<file path="src/rtl/square_animator.sv">
// square_animator: animates N squares (raster wrap or edge bounce) and
// reports per-pixel coverage with the index of the lowest covering square.
// Optional build macro SQUARE_COLLIDE_EN enables the per-frame overlap flag;
// with it undefined, collide is tied low.
module square_animator #(
    parameter int unsigned CORDW   = 12,
    parameter int unsigned N       = 4,
    parameter int unsigned Q_SIZE  = 96,
    parameter int unsigned H_RES   = 1920,
    parameter int unsigned V_RES   = 1080,
    parameter int unsigned SPEED_X = 12,
    parameter int unsigned SPEED_Y = 8,
    parameter int unsigned MODE    = 0,
    localparam int unsigned IDW    = (N > 1) ? $clog2(N) : 1
) (
    input  logic             clk_pix,
    input  logic             rst,
    input  logic             frame,
    input  logic             pause,
    input  logic [CORDW-1:0] sx,
    input  logic [CORDW-1:0] sy,
    input  logic             de,
    output logic             draw,
    output logic [IDW-1:0]   draw_id,
    output logic             collide
);

    // One extra bit so sums and limits never wrap
    localparam int unsigned CW1 = CORDW + 1;
    localparam logic [CW1-1:0] X_MAX = CW1'(H_RES - Q_SIZE);
    localparam logic [CW1-1:0] Y_MAX = CW1'(V_RES - Q_SIZE);
    localparam logic [CW1-1:0] SPX   = CW1'(SPEED_X);
    localparam logic [CW1-1:0] SPY   = CW1'(SPEED_Y);
    localparam logic [CW1-1:0] Q_W   = CW1'(Q_SIZE);

    logic [CW1-1:0] sx_w;
    logic [CW1-1:0] sy_w;
    logic [N-1:0]   hit;
    logic [IDW-1:0] win_id;
    logic           any_hit;
    logic           overlap;

    assign sx_w = CW1'(sx);
    assign sy_w = CW1'(sy);

    for (genvar g = 0; g < N; g++) begin : g_sq
        localparam int unsigned X0 = (2 * g * Q_SIZE) % (H_RES - Q_SIZE + 1);
        localparam int unsigned Y0 = (g * Q_SIZE) % (V_RES - Q_SIZE + 1);

        logic [CORDW-1:0] qx, qy, qx_nxt, qy_nxt;
        logic             dir_x, dir_y, dir_x_nxt, dir_y_nxt;  // 1 = moving negative
        logic [CW1-1:0]   x_w, y_w;

        assign x_w = CW1'(qx);
        assign y_w = CW1'(qy);

        // Next position/direction for one frame step
        always_comb begin
            qx_nxt    = qx;
            qy_nxt    = qy;
            dir_x_nxt = dir_x;
            dir_y_nxt = dir_y;
            if (MODE == 0) begin
                if (x_w >= X_MAX) begin
                    qx_nxt = '0;
                    qy_nxt = (y_w >= Y_MAX) ? '0 : CORDW'(y_w + Q_W);
                end else begin
                    qx_nxt = CORDW'(x_w + SPX);
                end
            end else begin
                if (!dir_x) begin
                    if (x_w + SPX > X_MAX) begin
                        qx_nxt    = CORDW'(X_MAX);
                        dir_x_nxt = 1'b1;
                    end else begin
                        qx_nxt = CORDW'(x_w + SPX);
                    end
                end else if (x_w < SPX) begin
                    qx_nxt    = '0;
                    dir_x_nxt = 1'b0;
                end else begin
                    qx_nxt = CORDW'(x_w - SPX);
                end
                if (!dir_y) begin
                    if (y_w + SPY > Y_MAX) begin
                        qy_nxt    = CORDW'(Y_MAX);
                        dir_y_nxt = 1'b1;
                    end else begin
                        qy_nxt = CORDW'(y_w + SPY);
                    end
                end else if (y_w < SPY) begin
                    qy_nxt    = '0;
                    dir_y_nxt = 1'b0;
                end else begin
                    qy_nxt = CORDW'(y_w - SPY);
                end
            end
        end

        // Position state: start layout on reset, step on unpaused frame pulse
        always_ff @(posedge clk_pix or posedge rst) begin
            if (rst) begin
                qx    <= CORDW'(X0);
                qy    <= CORDW'(Y0);
                dir_x <= 1'(g % 2);
                dir_y <= 1'(g % 2);
            end else if (frame && !pause) begin
                qx    <= qx_nxt;
                qy    <= qy_nxt;
                dir_x <= dir_x_nxt;
                dir_y <= dir_y_nxt;
            end
        end

        assign hit[g] = (sx_w >= x_w) && (sx_w < x_w + Q_W) &&
                        (sy_w >= y_w) && (sy_w < y_w + Q_W);
    end

    // Lowest-index covering square wins
    always_comb begin
        win_id = '0;
        for (int unsigned i = N; i > 0; i--) begin
            if (hit[i-1]) win_id = IDW'(i - 1);
        end
    end

    assign any_hit = |hit;
    assign overlap = (hit & (hit - N'(1))) != '0;

    // Registered draw flag and winning index
    always_ff @(posedge clk_pix or posedge rst) begin
        if (rst) begin
            draw    <= 1'b0;
            draw_id <= '0;
        end else begin
            draw    <= de && any_hit;
            draw_id <= (de && any_hit) ? win_id : '0;
        end
    end

`ifdef SQUARE_COLLIDE_EN
    logic overlap_acc;

    // Sticky overlap seen in active video, handed to collide on each frame pulse
    always_ff @(posedge clk_pix or posedge rst) begin
        if (rst) begin
            overlap_acc <= 1'b0;
            collide     <= 1'b0;
        end else if (frame) begin
            collide     <= overlap_acc;
            overlap_acc <= de && overlap;
        end else begin
            overlap_acc <= overlap_acc | (de && overlap);
        end
    end
`else
    assign collide = 1'b0;
`endif

endmodule

</file>
<file path="config.mk">
export PLATFORM = sky130hd
export DESIGN_NAME = square_animator
export DESIGN_NICKNAME = d
export VERILOG_FILES = /design/src/rtl/square_animator.sv
export SDC_FILE = /design/constraint.sdc
export NUM_CORES = 1
export LEC_CHECK = 0
export BUFFER_PORTS_ARGS = -buffer_cell sky130_fd_sc_hd__buf_2
export CORE_ASPECT_RATIO = 1.1
export CORE_MARGIN = 2
export CORE_UTILIZATION = 50
export DETAILED_ROUTE_END_ITERATION = 8
export GPL_TIMING_DRIVEN = 0
export PLACE_DENSITY = 0.67
export REMOVE_ABC_BUFFERS = 1
export SETUP_SLACK_MARGIN = 0.2
export SYNTH_ARGS = -nofsm -noshare
export SYNTH_HDL_FRONTEND = slang
export SYNTH_SLANG_ARGS = --single-unit
</file>
<file path="constraint.sdc">
create_clock -name clk_pix -period 3 [get_ports clk_pix]
set_clock_uncertainty 0.15 [all_clocks]
set_input_delay 0.9 -clock clk_pix [delete_from_list [all_inputs] [get_ports clk_pix]]
set_output_delay 0.9 -clock clk_pix [all_outputs]
set_load 0.005 [all_outputs]
</file>
# Word-level counts from Yosys, hierarchy flattened
# Index checks and enable logic that the tools add are counted.
# op_classes
muxes,13
addsub,12
reduce_logical,20
magnitude_cmp,24
# ops
op,n
"adder 12 x 7 -> 13 bit, second input constant",8
less-than comparator 12 x 13 -> 1 bit,8
greater-or-equal comparator 12 bit,8
two-way mux 12 bit,8
"adder 12 x 4 -> 12 bit, second input constant",4
"greater-or-equal comparator 12 x 10 -> 1 bit, second input constant",4
"greater-or-equal comparator 12 x 11 -> 1 bit, second input constant",4
logical AND 1 bit,14
two-way mux 2 bit,5
AND reduction 2 bit,4
OR reduction 4 bit,1
logical NOT 1 bit,1
# totals
register_bits,99
out_inout_bits,4
input_bits,29
wordCells,79

# Longest topological paths before layout
# Gate-level depths: netlist (run 1).
# depth
depth_word,10
depth_mapped,13
mapped_depth_nobuf,12

# Worst setup path before layout (run 1)
# No wires, ideal clock.
# synth_timing
path_kind,register to register
start,register g_sq[1].qy[5]
end,register draw_id[0]
path_slack_ns,0.304
setup_ns,0.066
path_stages_with_launch,14
n_path_buf,1
required_ns,2.784
synth_period_minus_slack_ns,2.696
arrival_ns,2.480
path_cell_list,dfstp_2 > clkbuf_1 > inv_1 > ha_1 > nor2_1 > xnor2_1 > ha_1 > and2_1 > o21ai_0 > o21ai_0 > o221ai_1 > nand4_2 > o21ai_1 > o311a_1
# synth_between
elab_chain_len,6
word_cells_on_any_way,10
classes_between,1 x add/sub; 2 x order compare; 3 x mux; 4 x reduce/logical
# synth_rtl
item,line_no,text
start: declaration,50,"logic [CORDW-1:0] qx, qy, qx_nxt, qy_nxt;"
start signal: assignment,104,qy <= CORDW'(Y0);
start signal: assignment,109,qy <= qy_nxt;
adder 12 x 7 -> 13 bit / greater-or-equal comparator 12 bit (equally long branches),116,(sy_w >= y_w) && (sy_w < y_w + Q_W);
less-than comparator 12 x 13 -> 1 bit / logical AND 1 bit (equally long branches),"116, 115",
logical AND 1 bit (*),116,
two-way mux 2 bit / OR reduction 4 bit (equally long branches),"123, 127",
two-way mux 2 bit / logical AND 1 bit (equally long branches),"123, 137",
two-way mux 2 bit (*),137,draw_id <= (de && any_hit) ? win_id : '0;
end signal: assignment,137,
end: declaration,24,"output logic [IDW-1:0] draw_id,"
# Mark *: on every way between the ends. The rest lies on a longest branch, timed or not.
# A chain may end at the register's enable or synchronous reset.

# Worst setup path in the final report (run 1)
# layout_timing
start,register g_sq[3].qy[5]
end,register draw_id[1]
# layout_between
elab_chain_len,8
word_cells_on_any_way,12
classes_between,1 x add/sub; 2 x order compare; 5 x mux; 4 x reduce/logical
# layout_rtl
item,line_no,text
start: declaration,50,
start signal: assignment,104,
start signal: assignment,109,
adder 12 x 7 -> 13 bit / greater-or-equal comparator 12 bit (equally long branches),116,
less-than comparator 12 x 13 -> 1 bit / logical AND 1 bit (equally long branches),"116, 115",
logical AND 1 bit (*),116,
two-way mux 2 bit (4 in a row),123,if (hit[i-1]) win_id = IDW'(i - 1);
two-way mux 2 bit (*),137,
# Marks and branches as above.

==> metrics.cfg, run 1 <==
[outcome]
status = completed

[floorplanning]
pin_count = 33
rows = 44
start_util_pct = 51.4
die-area_sq_mm = 0.0145
fp.dieW_um = 115
die_h_um = 126
coreArea_sq_mm = 0.0132

[detailed_routing]
drt_iter0_drc = 266
drc_errors = 0
wl_per_cell_um = 16.7
vias_per_cell = 5.92
first_pass_iters = 5
routed_wl_um = 16500
antenna_left = 0
via_count = 5843

[layout]
fillCellCount = 1150
fin_util_pct = 60.0
n_antenna_cell = 0
layout_common_cells = ha_1 (136), nand2_1 (76), inv_1 (58)
multi_input_area_sq_mm = 0.00496
regArea_sq_mm = 0.00180
finalNetCount = 994
area_growth_pct = 16.7
layout_commonest_cell = ha_1
drive_gt1_share_pct = 19.1

[power_and_ir_drop]
comb_power_share_pct = 53.3
clkPwrFrac_pct = 19.7
vdd_drop_max_mv = 0.445
cellPowerDensity_mw_per_mm2 = 760
internal_power_uw = 3450
power_frac_seq_pct = 27.0
switching_share_pct = 42.7
switchingPower_uw = 2580
p_leak_uw = 0.00350

[logic_synthesis]
synth_xor_area_share_pct = 5.67
synthAdderAreaFrac_pct = 26.5
synth_top_family_by_area = adder cells
synth_cell_types = 66
synth_edf_count = 0
netlist_area_sq_mm = 0.00679
yosysWarnings = 0
synthArstFlopShare_pct = 100
synth_compound_area_share_pct = 22.0
synthSimpleGateAreaFrac_pct = 13.1
synth_mux_area_share_pct = 0.589
seq_area_frac_synth_pct = 26.4
ys_ff_latch = 71
yosys.area.top_type = ha_1
yosys-top-cells-area = ha_1 (27%), dfrtp_1 (22%), dfstp_2 (4.6%)
synthCells = 779
syn_avg_cell_area_sq_um = 8.72
synth_top_area_share_pct = 26.5
ys.flop_type = dfrtp_1

[worst_setup_path]
worst_setup_path_end_kind = flop
rrSetupSlack_ps = 240
r2r-start = g_sq[3].qy[5]
r2r-end = draw_id[1]
start_kind = flop
critPathMaxStageDelay_ps = 540
cpLargestDelayFamily = simple AND/OR/NAND/NOR gates
worst-path-buf-inv = 1
crit_path_max_fanout = 3
crit_path_top_delay_cell = dfstp_2
ff2ff_path_depth = 11
crit_type = reg2reg
worstSetupPathDepth = 11
crit_path_cell_trace = inv_1 > ha_2 > nor3_4 > xnor2_1 > ha_1 > nor3_2 > nor2_1 > o221ai_2 > nand4_1 > a21boi_2 > o311a_1
arrival_ps = 2880
critPathRequiredTime_ps = 3120

[timing]
finalCritPeriodShare_pct = 91.9
rsz0062_at_grt = yes
fin_ws_ps = 244
period_needed_ps = 2760
setup_viol = 0
holdWs_ps = 315
max_freq_ghz = 0.363
relSlewSlack_pct = 20.0
worst_pin_slew_ps = 1200
hold_violations = 0
drv_slew = 0

[min_path]
min_to = g_sq[3].qy[8]
whs_path_depth = 2
hold_start = g_sq[3].qy[8]
holdCritPathClass = reg2reg

[clock_network]
cts_buffers = 9
path_clk_slew_ps = 60
cts_tree = built
clock_path_buffers = 2
ctsHoldBuffers = 0
h-tree-depth = 3
insertion_delay_ps = 350
cts-root-buf = clkbuf_16
numClockSinks = 71

[placed_design]
place.gp.congestion = 0.847
hpwl_um = 12100
io_buffers = 24
place_ws_ps = -106

[grt]
grt_start_max_net_pins = 45
grt_usage_pct = 23.6
grt_pass1_wl_um = 27400
grt_pass1_vias = 5826
grt_antenna_before_repair = 0
gr-total-overflow = 0

[run]
max_cap_viol_count = 0

## power groups by stage
stage               Clock (uW)  Sequential, uW  Combinational (uW)
finish                    1190            1630                3220
global route              1250            1670                3670
CTS                       1220            1630                2920
detailed placement           0            1690                2720
global placement             0            1680                2570
floorplan                    0            1580                2090
## metal layers
metal,wire (um),global-route usage [%],vias to the layer above
met3,516,2.31,25
met5,0,0,-
li1,-,-,2903
met2,8290,40.3,98
met4,358,9.99,0
met1,7350,30.3,2817
## worst min-delay path, stage by stage (launching register included)
cell     delay, ps
dfstp_2        370
nand2_1         40
o21ai_1         50
## flip-flops by register name, summed over array words and instances, names as in the netlist
signal and count:
draw 1, draw_id 2, g_sq.qx 40, g_sq.qy 28
## synth_stat cells, types with 5 or more instances
library cell,number
ha_1,144
nand2_1,79
nand2b_1,6
nor2_1,42
nor4_1,5
nand3_1,13
inv_2,12
o31ai_1,13
clkbuf_1,10
o21ai_1,46
xnor2_1,33
a21o_1,10
o22ai_1,11
dfrtp_1,59
o211ai_1,12
nor3_1,10
a211oi_1,8
or3_1,7
buf_2,6
dfstp_2,12
xor2_1,11
o21ai_0,35
nand4_1,10
a21oi_1,49
inv_1,60
## repair_timing
| item | CTS | global route |
|---|---|---|
| pin swaps | 13 | 34 |
| endpoints found under the setup margin | 3 | 10 |
| resized for setup | 21 | 54 |
| buffers inserted | 11 | 13 |
| gates cloned | 0 | 0 |
## cells by family (layout without fill, tap and decap cells)
kind of cell	after synthesis	count (layout)
AO/OA/AOI/OAI	231	231
XOR/XNOR	44	44
adder cells (fa/ha/maj)	144	144
buffers and inverters	93	140
flip-flops	71	71
multiplexers	4	4
other	1	1
AND/OR/NAND/NOR	191	191
## worst max path at each step
stage	startpoint	to	slack (ps)
floorplan	frame	g_sq[0].qx[6]	-70
global placement	frame	g_sq[0].qy[6]	-1540
detailed placement	sx[4]	draw_id[1]	-110
CTS	g_sq[3].qx[6]	draw_id[1]	200
global route	g_sq[2].qx[8]	draw_id[1]	120
finish	g_sq[3].qy[5]	draw_id[1]	240
## cell type report
| class | instances | area share [%] |
|---|---|---|
| repair buffers | 51 | 4.48 |
| multi-input cells | 615 | 62.5 |
| clock inverters | 3 | 0.820 |
| flip-flops and latches | 71 | 22.7 |
| clock buffers | 13 | 3.28 |
| inverters | 73 | 3.66 |
| well taps | 161 | 2.54 |
## metrics by stage
stage                     TNS [ps]  cells  power, uW  instance area (sq um)
after floorplan               -381    759       3670                   6700
after global placement     -109970    944       4250                   7020
after detailed placement      -211    947       4420                   7090
after CTS                        0    974       5770                   7560
after global routing             0    987       6590                   7930
final                            0    987       6030                   7930
(Power assumes the default switching activity.)
==> run 2, diff against run 1 <==
--- a/config.mk
+++ b/config.mk
@@ -12,6 +12,7 @@
 export DETAILED_ROUTE_END_ITERATION = 8
 export GPL_TIMING_DRIVEN = 0
 export PLACE_DENSITY = 0.67
+export RECOVER_POWER = 25
 export REMOVE_ABC_BUFFERS = 1
 export SETUP_SLACK_MARGIN = 0.2
 export SYNTH_ARGS = -nofsm -noshare
==> metrics.cfg, run 2 (synthesis gave the netlist of run 1 again) <==
[worst_setup_path]
arrival_ps = 2890  ; about the same
crit_path_max_fanout = 3  ; unchanged
start_kind = flop
crit_type = reg2reg
ff2ff_path_depth = 11  ; unchanged
critPathRequiredTime_ps = 3120  ; about the same
worst_setup_path_end_kind = flop

[floorplanning]
fp.dieW_um = 115  ; unchanged
start_util_pct = 51.4  ; unchanged
die_h_um = 126  ; unchanged
pin_count = 33  ; unchanged
coreArea_sq_mm = 0.0132  ; unchanged
rows = 44  ; unchanged
die-area_sq_mm = 0.0145  ; unchanged

[power_and_ir_drop]
cellPowerDensity_mw_per_mm2 = 761  ; about the same
vdd_drop_max_mv = 0.445  ; about the same
p_leak_uw = 0.00349  ; -0.20%
finalPower_uw = 6030  ; about the same

[timing]
hold_violations = 0  ; unchanged
relSlewSlack_pct = 6.60  ; -13 points
rsz0062_at_grt = yes
setup_viol = 0  ; unchanged
finalCritPeriodShare_pct = 92.2  ; +0.35 points
max_freq_ghz = 0.361  ; -0.38%
worst_pin_slew_ps = 1390  ; +193 ps
drv_slew = 0  ; unchanged
period_needed_ps = 2770  ; +10.5 ps

[min_path]
holdCritPathClass = reg2reg
whs_path_depth = 2  ; unchanged

[clock_network]
path_clk_slew_ps = 60  ; about the same
insertion_delay_ps = 350  ; about the same
numClockSinks = 71  ; unchanged
cts_tree = built
clock_path_buffers = 2  ; unchanged
cts-root-buf = clkbuf_16
cts_buffers = 9  ; unchanged
h-tree-depth = 3  ; unchanged
ctsHoldBuffers = 0  ; unchanged

[run]
max_cap_viol_count = 0  ; unchanged

[detailed_routing]
drc_errors = 0  ; unchanged
drt_iter0_drc = 277  ; +4.1%
routed_wl_um = 16500  ; +0.14%
first_pass_iters = 4  ; -1
wl_per_cell_um = 16.8  ; +0.14%
antenna_left = 0  ; unchanged
vias_per_cell = 5.94  ; +0.33%
via_count = 5862  ; +0.33%

[layout]
area_growth_pct = 16.7  ; about the same
final_cell_area_sq_mm = 0.00793  ; about the same
layout_commonest_cell = ha_1
drive_gt1_share_pct = 19.0  ; -0.12 points
finalNetCount = 994  ; unchanged
fillCellCount = 1150  ; unchanged
layout_common_cells = ha_1 (136), nand2_1 (76), inv_1 (58)
top_register = g_sq.qx
largest_reg_flops = 40  ; unchanged
n_antenna_cell = 0  ; unchanged
reg.largest.list = g_sq.qx x40, g_sq.qy x28, draw_id x2

[placed_design]
place.gp.congestion = 0.847  ; unchanged
place_area_sq_mm = 0.00709  ; unchanged
hpwl_um = 12100  ; unchanged
io_buffers = 24  ; unchanged

[grt]
grt_antenna_before_repair = 0  ; unchanged
gr-total-overflow = 0  ; unchanged
grt_usage_pct = 23.6  ; unchanged
grt_pass1_vias = 5826  ; unchanged
grt_start_max_net_pins = 45  ; unchanged
grt_pass1_wl_um = 27400  ; unchanged

[outcome]
status = completed

[run 2: cell count changes in the layout (fill, tap and decap cells not counted)]
cell,before,now
buf_2,24,23
clkbuf_1,2,3
clkinvlp_2,0,1
inv_4,1,0
[run 2: timing repair]
item                                    CTS  global route
pin swaps                                13            34
setup buffers                            11            13
gates resized for setup                  21            54
endpoints found under the setup margin    3            10
[run 2: report_power, final]
group          switching, uW  total (uW)  internal (uW)
registers                345        1630           1280
logic                   1820        3220           1400
clock network            416        1190            773
[run 2: path summary, 6_finish.rpt]
check / start / end / slack [ps]
max in group asynchronous: rst / g_sq[1].qy[5] / 1170
setup / recovery: g_sq[3].qy[5] / draw_id[1] / 230
setup reg to reg: g_sq[3].qy[5] / draw_id[1] / 230
hold reg to reg: g_sq[3].qy[8] / g_sq[3].qy[8] / 310
min in group asynchronous: rst / g_sq[0].qx[4] / 690
hold / removal: g_sq[3].qy[8] / g_sq[3].qy[8] / 310
[run 2: metal layers]
metal | vias to the layer above | track usage (%) | part of all wire [%]
li1 | 2909 | - | -
met1 | 2837 | 30.3 | 45
met2 | 91 | 40.3 | 50
met5 | - | 0 | 0
met4 | 0 | 9.99 | 2.2
met3 | 25 | 2.31 | 2.3
[run 2: metrics by stage]
stage	setup TNS, ps	setup slack, ps	utilization, %	instances	hold WS (ps)
2_1_floorplan	-381	-72.1	-	759	293
3_3_place_gp	-109970	-1540	53.1	944	305
3_5_place_dp	-211	-106	53.7	947	307
4_1_cts	0	201	57.2	974	315
5_1_grt	0	122	60.0	987	339
6_report	0	233	60.0	987	315
[run 2: layout make-up]
| cell class | count | area [sq um] | share of cell area (%) |
|---|---|---|---|
| repair buffers | 51 | 354 | 4.47 |
| well taps | 161 | 201 | 2.54 |
| flip-flops and latches | 71 | 1800 | 22.7 |
| clock buffers | 13 | 260 | 3.28 |
| inverters | 73 | 289 | 3.65 |
| clock inverters | 3 | 65.1 | 0.821 |
| multi-input cells | 615 | 4960 | 62.5 |
[run 2: critical path, cell delays in order, from the launching register on]
cell      delay (ps)
dfstp_2          540
inv_1             60
ha_2             220
nor3_4           190
xnor2_1          180
ha_1             290
nor3_2           180
nor2_1            70
o221ai_2         160
nand4_1          220
a21boi_2         220
o311a_1          220
